`config.mk`:
```
export PLATFORM = sky130hd
export DESIGN_NAME = usb_fs_tx
export DESIGN_NICKNAME = d
export VERILOG_FILES = /design/src/rtl/usb_tx_pkg.sv /design/src/rtl/usb_nrzi_stuffer.sv /design/src/rtl/usb_fs_tx.sv
export SDC_FILE = /design/constraint.sdc
export NUM_CORES = 1
export LEC_CHECK = 0
export ABC_AREA = 1
export ABC_CLOCK_PERIOD_IN_PS = 2050
export CAP_MARGIN = 20
export CORE_ASPECT_RATIO = 0.5
export CORE_MARGIN = 4
export CORE_UTILIZATION = 45
export CTS_BUF_LIST = sky130_fd_sc_hd__clkbuf_2
export DETAILED_ROUTE_END_ITERATION = 7
export PLACE_DENSITY = 0.66
export SETUP_SLACK_MARGIN = 0.02
export SYNTH_ARGS = -nofsm -noshare
export SYNTH_HDL_FRONTEND = slang
export SYNTH_SLANG_ARGS = --single-unit
```
`constraint.sdc`:
```
create_clock -name hi_clock -period 2.05 [get_ports hi_clock]
set_input_delay 0.3075 -clock hi_clock [delete_from_list [all_inputs] [get_ports hi_clock]]
set_output_delay 0.3075 -clock hi_clock [all_outputs]
set_load 0.02 [all_outputs]
```
`src/rtl/usb_tx_pkg.sv`:
```
// usb_tx_pkg: line encodings, constants and state enum for the USB serial transmitter.
// Build option USB_TX_LOW_SPEED_EN swaps the D+/D- polarity of J and K for low-speed links.
package usb_tx_pkg;
    localparam logic [7:0] SYNC_PATTERN = 8'h80;
    localparam int STUFF_LIMIT = 6;
`ifdef USB_TX_LOW_SPEED_EN
    localparam logic [1:0] LINE_J = 2'b01;
    localparam logic [1:0] LINE_K = 2'b10;
`else
    localparam logic [1:0] LINE_J = 2'b10;
    localparam logic [1:0] LINE_K = 2'b01;
`endif
    localparam logic [1:0] LINE_SE0 = 2'b00;
    typedef enum logic [1:0] {IDLE, SYNC, DATA, EOP} tx_state_t;
    function automatic logic [1:0] line_enc(input logic j);
        return j ? LINE_J : LINE_K;
    endfunction
endpackage

```
`src/rtl/usb_nrzi_stuffer.sv`:
```
// usb_nrzi_stuffer: ones counter, stuff-bit insertion and NRZI line level (1 = J, 0 = K).
module usb_nrzi_stuffer
    import usb_tx_pkg::*;
(
    input  logic hi_clock,
    input  logic reset,
    input  logic emit,
    input  logic bit_in,
    input  logic clr,
    output logic stuff,
    output logic nxt
);
    logic [2:0] ones;
    logic       lvl;
    // while stuff is high the emitted symbol is a forced zero and the shifter must stall
    assign stuff = ones == 3'(STUFF_LIMIT);
    assign nxt = (bit_in && !stuff) ? lvl : !lvl;
    always_ff @(posedge hi_clock) begin
        if (reset || clr) begin
            ones <= '0;
            lvl  <= 1'b1;
        end else if (emit) begin
            lvl  <= nxt;
            ones <= (bit_in && !stuff) ? ones + 3'd1 : '0;
        end
    end
endmodule

```
`src/rtl/usb_fs_tx.sv`:
```
// usb_fs_tx: USB serial transmitter (SYNC, LSB-first data, bit stuffing, NRZI, EOP).
// Define USB_TX_LOW_SPEED_EN for low-speed line polarity (set CLKS_PER_BIT=32).
module usb_fs_tx
    import usb_tx_pkg::*;
#(
    parameter int CLKS_PER_BIT = 4
) (
    input  logic       hi_clock,
    input  logic       reset,
    input  logic       tx_valid,
    input  logic [7:0] tx_data,
    input  logic       tx_last,
    output logic       tx_ready,
    output logic       tx_active,
    output logic       tx_underrun,
    output logic       tx_plus,
    output logic       tx_minus,
    output logic       tx_oe
);
    localparam int CW = $clog2(CLKS_PER_BIT);
    tx_state_t   state;
    logic [CW-1:0] cnt;
    logic [7:0]  sh, hold;
    logic [2:0]  rem;
    logic [1:0]  eop_cnt;
    logic        full, last_hold, last_taken, last_cur;
    logic        bnd, accept, bits, more, load, emit, ebit, stuff, nxt, clr;
    assign tx_ready = !full && !last_taken && state != EOP;
    always_comb begin
        bnd    = cnt == CW'(CLKS_PER_BIT - 1);
        accept = tx_valid && tx_ready;
        bits   = state == SYNC || state == DATA;
        more   = rem != 3'd0;
        load   = bits && bnd && !stuff && !more && !(state == DATA && last_cur) && full;
        emit   = (state == IDLE && accept) || (bits && bnd && (stuff || more)) || load;
        ebit   = state == IDLE ? 1'b0 : more ? sh[0] : hold[0];
        clr    = state == EOP && bnd && eop_cnt == 2'd2;
    end
    usb_nrzi_stuffer u_stuffer (
        .hi_clock(hi_clock),
        .reset(reset),
        .emit(emit),
        .bit_in(ebit),
        .clr(clr),
        .stuff(stuff),
        .nxt(nxt)
    );
    always_ff @(posedge hi_clock) begin
        if (reset) begin
            state                <= IDLE;
            cnt                  <= '0;
            sh                   <= '0;
            rem                  <= '0;
            eop_cnt              <= '0;
            hold                 <= '0;
            full                 <= 1'b0;
            last_hold            <= 1'b0;
            last_taken           <= 1'b0;
            last_cur             <= 1'b0;
            tx_active            <= 1'b0;
            tx_underrun          <= 1'b0;
            tx_oe                <= 1'b0;
            {tx_plus, tx_minus}  <= LINE_J;
        end else begin
            cnt         <= (bnd || (state == IDLE && accept)) ? '0 : cnt + CW'(1);
            tx_underrun <= 1'b0;
            if (emit)
                {tx_plus, tx_minus} <= line_enc(nxt);
            if (load) begin
                sh       <= {1'b0, hold[7:1]};
                rem      <= 3'd7;
                last_cur <= last_hold;
                full     <= 1'b0;
                state    <= DATA;
            end else if (bits && bnd && !stuff && more) begin
                sh  <= sh >> 1;
                rem <= rem - 3'd1;
            end else if (bits && bnd && !stuff) begin
                // byte exhausted with nothing to follow: either a clean end or an underrun
                state               <= EOP;
                eop_cnt             <= '0;
                {tx_plus, tx_minus} <= LINE_SE0;
                tx_underrun         <= !(state == DATA && last_cur);
            end
            if (state == EOP && bnd) begin
                eop_cnt <= eop_cnt + 2'd1;
                if (eop_cnt == 2'd1)
                    {tx_plus, tx_minus} <= LINE_J;
                if (eop_cnt == 2'd2) begin
                    state      <= IDLE;
                    tx_oe      <= 1'b0;
                    tx_active  <= 1'b0;
                    last_taken <= 1'b0;
                end
            end
            if (state == IDLE && accept) begin
                state     <= SYNC;
                tx_oe     <= 1'b1;
                tx_active <= 1'b1;
                sh        <= SYNC_PATTERN >> 1;
                rem       <= 3'd7;
                last_cur  <= 1'b0;
            end
            // accepted after any same-cycle load so the new byte lands in holding
            if (accept) begin
                hold      <= tx_data;
                full      <= 1'b1;
                last_hold <= tx_last;
                if (tx_last)
                    last_taken <= 1'b1;
            end
        end
    end
endmodule

```
After elaboration in Yosys (flattened, before gate mapping)
Index checks and enable logic that the tools add are counted.
{"block": "word_totals", "reg_bits": 36, "input_bits": 12, "elab_cells": 115}
{"block": "op_classes", "add_sub_neg": 4, "eq_ne": 10, "n_mux": 42, "bitwise": 1, "reduce_logical": 40}
{"operator": "$mux W1", "n": 25}
{"operator": "$mux W7", "n": 3}
{"operator": "$mux W2", "n": 10}
{"operator": "$logic_and A1 B1 Y1", "n": 15}
{"operator": "$mux W3", "n": 4}
{"operator": "$reduce_bool A2 Y1", "n": 5}
{"operator": "$eq A2 B2 Y1 const B", "n": 4}
{"operator": "$logic_not A1 Y1", "n": 6}
{"operator": "$logic_or A1 B1 Y1", "n": 6}
{"operator": "$reduce_bool A3 Y1", "n": 2}
{"operator": "$add A2 B1 Y2 const B", "n": 2}
{"operator": "$eq A2 B1 Y1 const B", "n": 2}
{"operator": "$ne A2 B2 Y1 const B", "n": 2}
{"operator": "$reduce_or A2 Y1", "n": 2}
{"operator": "$reduce_or A4 Y1", "n": 1}
{"operator": "$add A3 B1 Y3 const B", "n": 1}
{"operator": "$eq A3 B3 Y1 const B", "n": 1}
{"operator": "$reduce_and A3 Y1", "n": 1}
{"operator": "$sub A3 B1 Y3 const B", "n": 1}
{"operator": "$logic_not A2 Y1", "n": 1}
{"operator": "$ne A2 B1 Y1 const B", "n": 1}
{"operator": "$reduce_and A2 Y1", "n": 1}
{"operator": "$not A1 Y1", "n": 1}

Logic depth before layout (Yosys ltp)
{"block": "depth", "word_depth": 14, "depth_mapped": 12, "mapped_depth_nobuf": 12}

Cells and area by module
A second synthesis with hierarchy kept.
{"block": "hier_totals", "cells_unflattened": 220, "area_unflattened_um2": 1740.4}
{"mod": "usb_fs_tx", "instances": 1, "cells_each": 189, "area_each_um2": 1503.9, "seq_area_each_um2": 640.6}
{"mod": "usb_nrzi_stuffer", "instances": 1, "cells_each": 31, "area_each_um2": 236.5, "seq_area_each_um2": 80.1}

Worst setup path after synthesis
Ideal clock, no wire load.
{"block": "synth_path", "kind": "reg2reg", "from": "register state[1]", "to": "register rem[1]", "setup_time_ps": 127, "arrival_time_ps": 1365, "slack_ps": 558, "path_stages_with_launch": 13, "synth_period_minus_slack_ps": 1492, "path_cell_list": "dfxtp_1 inv_1 ha_1 nand2_2 inv_2 nand2_2 nor2_4 inv_2 buf_6 nand2_1 o21ai_1 nor2_1 nor2_1"}
{"block": "synth_between", "elab_chain_len": 9}
{"element": "from (decl)", "line_no": "usb_fs_tx.sv:21", "rtl": "tx_state_t state;"}
{"element": "from (signal assigned)", "line_no": "usb_fs_tx.sv:50", "rtl": "state <= IDLE;"}
{"element": "from (signal assigned)", "line_no": "usb_fs_tx.sv:74", "rtl": "state <= DATA;"}
{"element": "from (signal assigned)", "line_no": "usb_fs_tx.sv:80", "rtl": "state <= EOP;"}
{"element": "$eq A2 B1 Y1 or $eq A2 B2 Y1 (tied branches)", "line_no": "usb_fs_tx.sv:32, usb_fs_tx.sv:34"}
{"element": "$logic_or A1 B1 Y1", "line_no": "usb_fs_tx.sv:32", "rtl": "bits = state == SYNC || state == DATA;"}
{"element": "$logic_and A1 B1 Y1 (2 in a row)", "line_no": "usb_fs_tx.sv:34, usb_fs_tx.sv:75"}
{"element": "$logic_and A1 B1 Y1 (3 in a row)", "line_no": "usb_fs_tx.sv:34", "rtl": "load = bits && bnd && !stuff && !more && !(state == DATA && last_cur) && full;"}
{"element": "$mux W3", "line_no": "usb_fs_tx.sv:69", "rtl": "if (load) begin"}
{"element": "$mux W3", "line_no": "usb_fs_tx.sv:96", "rtl": "if (state == IDLE && accept) begin"}
{"element": "to (signal assigned)", "line_no": "usb_fs_tx.sv:77", "rtl": "rem <= rem - 3'd1;"}
{"element": "to (decl)", "line_no": "usb_fs_tx.sv:24", "rtl": "logic [2:0] rem;"}
Several ways; a longest one is shown, not always the timed one.
A chain may end at the register's enable or synchronous reset.

Worst setup path after layout
{"block": "layout_path", "from": "register state[0]", "to": "output tx_ready"}
{"block": "layout_between", "elab_chain_len": 2}
{"element": "$ne A2 B2 Y1", "line_no": "usb_fs_tx.sv:28", "rtl": "assign tx_ready = !full && !last_taken && state != EOP;"}
{"element": "$logic_and A1 B1 Y1", "line_no": "usb_fs_tx.sv:28"}
{"element": "to (decl)", "line_no": "usb_fs_tx.sv:13", "rtl": "output logic tx_ready,"}
No other way between the ends.

==> metrics <==
Final Hold Viols=0; top cells by area, synth=dfxtp_1 42%, nand2_1 7.6%, ha_1 7.2%; Total GRT Usage=0.147; antenna violations before repair=0; Synth Area per Inst=7.57 µm²; Simple-Gate Fraction of Synth Area=0.248; XOR/XNOR share of the synthesized area=0.0152; critical path class=reg -> out; clock-pin slew on the worst setup and hold paths=0.17 ns; die footprint=4970 µm²; Yosys top cell by area=dfxtp_1; RR Endpoint=last_cur; Final Util=0.556; worst reg2reg path depth=8; final setup skew=around 0.0075 ns; CP max-delay cell=dfxtp_1; most frequent cell after synthesis=dfxtp_1; Buffers on Ports=17; vias=1444; Compound-Gate Fraction of Synth Area=0.138; worst-path fanout max=3; layout cells sized above 1=0.120; initial core utilization=0.486; post-synthesis mux area share=0; Mapped Nets=251; Peak VDD IR=between 0.2 and 0.3 mV; Period Utilization, post-route=0.873; Final GP Congestion=between 0.8 and 0.9; post-CTS setup buffers=0; reg-to-reg slack, setup=approximately 0.3 ns; drt drc=0; Worst-Skew Late Latency=0.37 ns; Fin Setup TNS=0 ns; register bit total from synthesis=36; P&R area growth vs syn=14.4%; Die X-Extent=95.8 µm; ant diodes=0; synthesized area=1730 µm²; DP HPWL=~2400 µm; Worst R2R Start=u_stuffer.ones[0]; final-stage net count=between 200 and 300; Die Y=51.9 µm; vias in the first global route=1238; # setup viols final=0; Adder-Cell Fraction of Synth Area=0.0722; first-pass GRT wire length=5450 µm; Post-DRT Antenna Nets=0; pwr/cell area=700 nW/µm²; Slew Viols, Final=0; drt wl/cell=~11 µm; FF+latch area=721 µm²; Max Cap Violations=0; H-Tree Depth=2; main combinational cell family by area after synthesis=simple AND/OR/NAND/NOR gates; filler instances=349; Root Driver=clkbuf_2; Hold WC Path Type=reg -> reg; Worst Path Arrival=1.48 ns; CP Launch Type=flip-flop; drt first pass iters=4; Iter 0 DRT Violations=37; hold slack=between 0.4 and 0.5 ns; Fmax achieved=~560 MHz; placed cell count=slightly below 300; synth cell count leaders=36 x dfxtp_1, 35 x nand2_1, 32 x inv_1; io pins=18; minimum clock period=between 1.5 and 2 ns; CTS tree=done; cells after synthesis=229; post-synthesis sequential area ratio=0.416; library cells used by synthesis=30; Leak=0.840 nW; Ys Warns=0; area of the multi-input gates=832 µm²; core area=3570 µm²; largest net degree at the start of global routing=24; Finished Layout Cells=around 300; global route overflow=0; total power=1.39 mW; Cell Rows=15; Max-slew headroom=0.655; Crit. End Element=output port; EDFF count, synth=0; clock sink count=36; drt total wl=3340 µm; status=finished, final reports clean; share of the synthesized area in the top cell type=0.416; crit-path cells=ha_1 > nor3_2 > dlygate4sd2_1; crit-path max cell delay=around 0.37 ns; Post-synth top flop=dfxtp_1; unrepaired setup endpoints after global routing=false; crit path from=state[0]; WP data required=1.74 ns; Synth async-reset ratio=0; via-per-instance ratio=about 4.8; Num CTS Buffers=5; Worst Tran Pin Value=slightly above 0.5 ns; CTS Buffer Depth=2; CP Capture Point=tx_ready
repair_timing:
action / in CTS / in global routing
gates cloned: 0 / 1
hold buffers: 0 / 0
gates resized for setup: 1 / 0
setup endpoints to repair: 1 / 1
stage by stage:
step           setup slack [ns]  instance area, µm²
2_1_floorplan             0.558                1730
3_3_place_gp              0.316                1930
3_5_place_dp              0.290                1930
4_1_cts                   0.236                1970
5_1_grt                  0.0883                1980
6_report                  0.259                1980
cell families (layout without fill, tap and decap cells):
| kind of cell | count (synthesis) | after routing |
|---|---|---|
| AND/OR/NAND/NOR | 89 | 90 |
| flip-flops | 36 | 36 |
| AO/OA/AOI/OAI | 46 | 46 |
| buffers and inverters | 45 | 65 |
| XOR/XNOR | 3 | 3 |
| adder cells (fa/ha/maj) | 10 | 10 |
layout make-up:
class | count | area share
Multi-Input combinational cell | 149 | 0.420
Sequential cell | 36 | 0.364
Timing Repair Buffer | 19 | 0.0928
Inverter | 38 | 0.0720
Tap cell | 51 | 0.0322
Clock buffer | 7 | 0.0177
Clock inverter | 1 | 0.00189
where the power goes:
group | total, mW | switching, mW | internal (mW)
combinational | 0.281 | 0.165 | 0.116
clock | 0.320 | 0.228 | 0.0914
sequential | 0.787 | 0.0328 | 0.754
how the worst min path moves through the flow:
stage	from	endpoint	slack [ns]	depth (start not counted)
2_1_floorplan	cnt[0]	cnt[0]	0.41	1
3_3_place_gp	cnt[0]	cnt[0]	0.42	1
3_5_place_dp	cnt[0]	cnt[0]	0.42	1
4_1_cts	cnt[0]	cnt[0]	0.45	1
5_1_grt	cnt[0]	cnt[0]	0.46	1
6_report	cnt[0]	cnt[0]	0.45	1
layer usage:
layer	vias up	GRT usage	wire [µm]
li1	775	-	-
met1	643	0.195	1760
met2	22	0.223	1410
met3	4	0.0520	148
met4	0	0.0425	24
met5	-	0	0
cell usage in the layout (no fill, tap or decap), types with 6 or more instances in the layout:
cell | Yosys | final
dfxtp_1 | 36 | 36
nand2_1 | 35 | 35
inv_1 | 32 | 32
nor2_1 | 23 | 23
a21oi_1 | 22 | 22
o21ai_0 | 18 | 18
clkdlybuf4s50_1 | 0 | 16
nand3_1 | 13 | 13
ha_1 | 10 | 10
clkbuf_2 | 0 | 7
inv_2 | 6 | 6
nand2_2 | 6 | 6
flip-flops by register name, indices dropped and copies added, names as in the netlist:
signal	count
cnt	2
eop_cnt	2
full	1
hold	8
last_cur	1
last_hold	1
last_taken	1
rem	3
sh	7
state	2
tx_minus	1
tx_oe	1
tx_plus	1
tx_underrun	1
u_stuffer.lvl	1
u_stuffer.ones	3
critical path: cells and delay by family, from the launching register on:
kind,cells,cell delay [ns]
buffers and inverters,1,0.36
AND/OR/NAND/NOR,1,0.15
flip-flops,1,0.37
adder cells (fa/ha/maj),1,0.24
Power figures use the tool's default switching activity.
==> patch 1: new RTL, same flow settings <==
Register the output `tx_underrun` once more, with the module's reset; this adds one clock of latency there. The other outputs are not delayed to match.
--- a/src/rtl/usb_fs_tx.sv
+++ b/src/rtl/usb_fs_tx.sv
@@ -19,4 +19,6 @@
 );
     localparam int CW = $clog2(CLKS_PER_BIT);
+
+    logic tx_underrun_s0;
     tx_state_t   state;
     logic [CW-1:0] cnt;
@@ -59,10 +61,10 @@
             last_cur             <= 1'b0;
             tx_active            <= 1'b0;
-            tx_underrun          <= 1'b0;
+            tx_underrun_s0       <= 1'b0;
             tx_oe                <= 1'b0;
             {tx_plus, tx_minus}  <= LINE_J;
         end else begin
             cnt         <= (bnd || (state == IDLE && accept)) ? '0 : cnt + CW'(1);
-            tx_underrun <= 1'b0;
+            tx_underrun_s0 <= 1'b0;
             if (emit)
                 {tx_plus, tx_minus} <= line_enc(nxt);
@@ -81,5 +83,5 @@
                 eop_cnt             <= '0;
                 {tx_plus, tx_minus} <= LINE_SE0;
-                tx_underrun         <= !(state == DATA && last_cur);
+                tx_underrun_s0      <= !(state == DATA && last_cur);
             end
             if (state == EOP && bnd) begin
@@ -112,4 +114,12 @@
         end
     end
+    always_ff @(posedge hi_clock) begin
+        if (reset) begin
+            tx_underrun <= '0;
+        end else begin
+            tx_underrun <= tx_underrun_s0;
+        end
+    end
+
 endmodule
 
Check against the original RTL: no difference found for any inputs over 10 cycles, from zero or initial values and one cycle with reset high; that may be too few to reach the edited logic, so the function may still have changed.
==> patch 1 against the unedited design <==
- count of clock-buffer cells in the layout down 2
- critical endpoint unchanged
- total power up 20%
- core utilization up 1.8 points
- sequential cell count up 1
- wire length up 3.5%
- setup slack worse by 44 ps
- area after synthesis up 3.5%
- cell area up 4.9%
==> patch 1: results (changes against the unedited design) <==
* GP Congestion at 0.810 (+0.50%)
* Biggest regs: hold: 8 flops, sh: 7 flops
* Synth Flop Type: dfxtp_1
* FF-to-FF End: eop_cnt[1]$_SDFFE_PP0P_
* Layout cells sized above 1 at 14.3% (+2.3 points)
* Initial antenna violation count at 0 (unchanged)
* Largest net degree at the start of global routing at 23 (-4.2%)
* Post-synthesis sequential area ratio at 41.3% (-0.31 points)
* Clock skew at 19.9 ps (+12.4 ps)
* Cells on worst reg2reg path at 8 (unchanged)
* CP Data Arrival Time at 1530 ps (+50 ps)
* Asr flop ratio synth at 0% (unchanged)
* Yosys cell types at 30 (unchanged)
* YS warnings at 0 (unchanged)
* First-pass GRT wire length at 5900 um (+8.2%)
* I/O Buffers at 17 (unchanged)
* CP Class: flip-flop to output port
* Initial DRC Count at 61 (+65%)
* CP Max Fanout at 3 (unchanged)
* P_leak at 0.884 nW (+5.2%)
* Post-CTS setup buffers at 0 (unchanged)
* Reg2Reg Setup Slack at 270 ps (-30 ps)
* Vias in the first global route at 1389 (+12%)
* VDD IR max at 0.361 mV (+23%)
* Post-synth top cells: dfxtp_1, nand2_1, inv_1
* R2R Path Start: state[0]$_SDFF_PP0_
* Clk buf depth at 2 (unchanged)
* Vias at 1462 (+1.2%)
* Clock transition at path regs at 190 ps (+20 ps)
* Post-Syn Nets at 253 (+0.80%)
* Sw power at 0.453 mW (+6.3%)
* # H-tree levels at 2 (unchanged)
* Rel. slew slack at 65.8% (+0.31 points)
* Synth area leaders: dfxtp_1, nand2_1, ha_1, a21oi_1, inv_1
* Min-delay worst type: flip-flop to flip-flop
* DRT Pass-1 Iters at 4 (unchanged)
* Post-DP HPWL at 2570 um (+8.8%)
* GRT Util Overall at 14.8% (+0.12 points)
* Family with the most delay on the worst path: flip-flops
* Root buffer cell: clkbuf_2
* Status: complete, no violations
* CP Capture Point: tx_ready
* Slowest stage delay, CP at 370 ps (about the same)
* Inserted Diodes at 0 (unchanged)
* Total Nets Final at 272 (+0.37%)
* CTS Buf Count at 5 (unchanged)
* Avg WL per Cell at 11.4 um (+3.1%)
* Clk_lat worst skew at 400 ps (+30 ps)
* Slowest library cell on the worst path: dfxtp_1
patch 1: cell types whose count changed after synthesis, sizes merged, moves of 2 or more:
cell and change:
o21ai -4, inv -3, nand2 +3, nor2 +2
patch 1: worst min-delay path by stage:
stage | endpoint | slack, ps | depth (start not counted) | start
final | tx_underrun$_SDFF_PP0_ | 420 | 2 | tx_underrun_s0$_SDFF_PP0_
after global routing | hold[1]$_SDFFE_PP0N_ | 420 | 3 | tx_data[1]
after CTS | hold[1]$_SDFFE_PP0N_ | 410 | 3 | tx_data[1]
after detailed placement | tx_underrun$_SDFF_PP0_ | 390 | 2 | tx_underrun_s0$_SDFF_PP0_
after global placement | tx_underrun$_SDFF_PP0_ | 390 | 2 | tx_underrun_s0$_SDFF_PP0_
after floorplan | tx_underrun_s0$_SDFF_PP0_ | 380 | 1 | reset
patch 1: layer usage:
| layer | vias up | track usage (%) | wire (um) | part of all wire [%] |
|---|---|---|---|---|
| met1 | 667 | 16.8 | 1720 | 50 |
| li1 | 773 | - | - | - |
| met2 | 16 | 26.3 | 1570 | 45 |
| met5 | - | 0 | 0 | 0 |
| met3 | 6 | 4.78 | 127 | 3.7 |
| met4 | 0 | 6.21 | 37 | 1.1 |
patch 1: timing repair:
item                       in CTS  in global routing
setup endpoints to repair       1                  0
hold buffers                    0                  0
gates resized for setup         1                  0
patch 1: cell type report:
cell class                      instances  area [um^2]
Inverter                               36          135
Clock buffer                            5         25.0
Sequential cell                        37          741
Tap cell                               51         63.8
Clock inverter                          3         65.1
Multi-Input combinational cell        151          866
Timing Repair Buffer                   19          184
Fill cell                             340         1540
patch 1: metrics by stage:
step	instances	worst slack (ps)	hold WS (ps)	total power [mW]	area (um^2)
after global placement	294	342	390	1.09	1990
after floorplan	231	533	384	1.01	1790
after detailed placement	294	294	393	1.10	1990
after CTS	302	192	406	1.68	2080
final	302	215	418	1.67	2080
after global routing	302	35.1	422	1.75	2080
patch 1: tightest hold or removal path: stages (launching register included):
cell     delay, ps
dfxtp_1        340
inv_1           40
nor2_1          30
patch 1: logic make-up after synthesis:
logic type / Yosys count / share of synthesized area [%]
buffers and inverters: 43 / 10.5
and+or+nand+nor: 95 / 26.9
adders and majority gates: 10 / 6.97
AOI/OAI and AO/OA: 43 / 12.9
DFF: 37 / 41.3
xor gates and xnor gates: 3 / 1.46
patch 1: power by group through the flow:
stage | combinational, mW | clock [mW] | sequential [mW]
2_1_floorplan | 0.188 | 0 | 0.820
3_3_place_gp | 0.275 | 0 | 0.816
3_5_place_dp | 0.281 | 0 | 0.818
4_1_cts | 0.280 | 0.597 | 0.804
5_1_grt | 0.314 | 0.626 | 0.809
6_report | 0.278 | 0.584 | 0.804
==> patch 2: new RTL, config.mk and constraints unchanged <==
Without the edit above. Change the package constant `STUFF_LIMIT` from 6 to 4.
--- a/src/rtl/usb_tx_pkg.sv
+++ b/src/rtl/usb_tx_pkg.sv
@@ -3,5 +3,5 @@
 package usb_tx_pkg;
     localparam logic [7:0] SYNC_PATTERN = 8'h80;
-    localparam int STUFF_LIMIT = 6;
+    localparam int STUFF_LIMIT = 4;
 `ifdef USB_TX_LOW_SPEED_EN
     localparam logic [1:0] LINE_J = 2'b01;
Formal check against the unedited RTL: same outputs for any inputs over 10 cycles, from zero or initial values and one cycle with reset high; that may be too few to reach the edited logic, so the function may still have changed.
==> patch 2 against the unedited design <==
- core utilization increased by 0.95 points
- total power increased by 10%
- wire length increased by 4.0%
- largest cell class unchanged
- setup slack got worse by 24 ps
- via count decreased by 0.48%
- area after synthesis increased by 0.43%
- sequential cell count unchanged
- cell area increased by 1.7%
- largest power group unchanged
- fmax decreased by 1.3%
==> patch 2: results (changes against the unedited design) <==
* Status: complete, no violations
* Post-DP HPWL at 2440 um (+3.2%)
* CP Data Arrival Time at 1510 ps (+30 ps)
* Total Nets Final at 273 (+0.74%)
* Layout non-clock buf frac at 9.12% (-0.16 points)
* Fraction of synthesized cell area in xor and xnor cells at 1.51% (-0.0065 points)
* Footprint of the multi-input gates at 832 um^2 (unchanged)
* Compound-Gate Fraction of Synth Area at 13.7% (-0.059 points)
* VDD IR max at 0.397 mV (+35%)
* Instance area at placement at 0.00194 mm^2 (+0.39%)
* Reg2Reg Setup Slack at 320 ps (+20 ps)
* Count of sequential standard cells at 36 (unchanged)
* Pre-CTS setup slack at 282 ps (-8.04 ps)
* Post-synthesis sequential area ratio at 41.4% (-0.18 points)
* Met1 WL at 1820 um (+3.7%)
* Total power at 1.53 mW (+10%)
* Layout cells sized above 1 at 12.3% (+0.30 points)
* Post-Syn Nets at 253 (+0.80%)
* Synth Instances at 231 (+0.87%)
* Vias in the first global route at 1323 (+6.9%)
* Hold wc startpoint: tx_data[1]
* Initial DRC Count at 53 (+43%)
* Avg WL per Cell at 11.5 um (+3.3%)
* GRT met3 Usage at 6.07% (+0.87 points)
* Inverters at 40 (+5.3%)
* Crit share post-route at 88.5% (+1.2 points)
* P_leak at 0.856 nW (+1.8%)
* Worst slew pin tran at 514 ps (-2.78 ps)
* Clock power frac at 30.0% (+7.0 points)
* Post-synth top cells: dfxtp_1, nand2_1, inv_1
* Min-delay worst type: primary input to flip-flop
* FF-to-FF End: eop_cnt[1]$_SDFFE_PP0P_
* Hold slack at 447 ps (-0.115 ps)
* Synth area leaders: dfxtp_1, nand2_1, inv_1, ha_1, a21oi_1
* Adder-cell share of the synthesized area at 7.19% (-0.031 points)
* Combinational Power Share at 18.7% (-1.6 points)
* WL met3 at 165 um (+11%)
* Routing usage on met2 at 25.2% (+2.9 points)
* GRT Util Overall at 16.3% (+1.6 points)
* Met2 wire len at 1430 um (+1.6%)
* First-pass GRT wire length at 6040 um (+11%)
* Layout Cells excl Fill at 303 (+0.66%)
* Clk_buf instances at 6 (-1)
* Clk_lat worst skew at 410 ps (+40 ps)
* GP Congestion at 0.829 (+2.9%)
* Clock transition at path regs at 180 ps
* GR Layer Usage met1 at 20.3% (+0.79 points)
* Sequential portion of the cell area at 35.8% (-0.61 points)
* Vias per cell at 4.74 (-1.1%)
* R2R Path Start: state[0]$_SDFF_PP0_
-- patch 2: changes by cell type after synthesis --
cell,unedited run,this run
inv_1,32,34
-- patch 2: worst min-delay path by stage --
| stage | to | depth (start not counted) |
|---|---|---|
| after floorplan | cnt[0]$_SDFF_PP0_ | 1 |
| after global placement | cnt[0]$_SDFF_PP0_ | 1 |
| after detailed placement | cnt[0]$_SDFF_PP0_ | 1 |
| after CTS | hold[1]$_SDFFE_PP0N_ | 3 |
| after global routing | hold[1]$_SDFFE_PP0N_ | 3 |
| final | hold[1]$_SDFFE_PP0N_ | 3 |
-- patch 2: cells by family (layout without fill, tap and decap cells) --
family                   Yosys count  count (layout)
flip-flops                        36              36
adder cells (fa/ha/maj)           10              10
buffers and inverters             47              67
XOR/XNOR                           3               3
AND/OR/NAND/NOR                   89              90
AO/OA/AOI/OAI                     46              46
-- patch 2: what timing repair did --
action,in CTS,in global routing
cloned,0,1
resized for setup,1,0
setup endpoints to repair,1,2
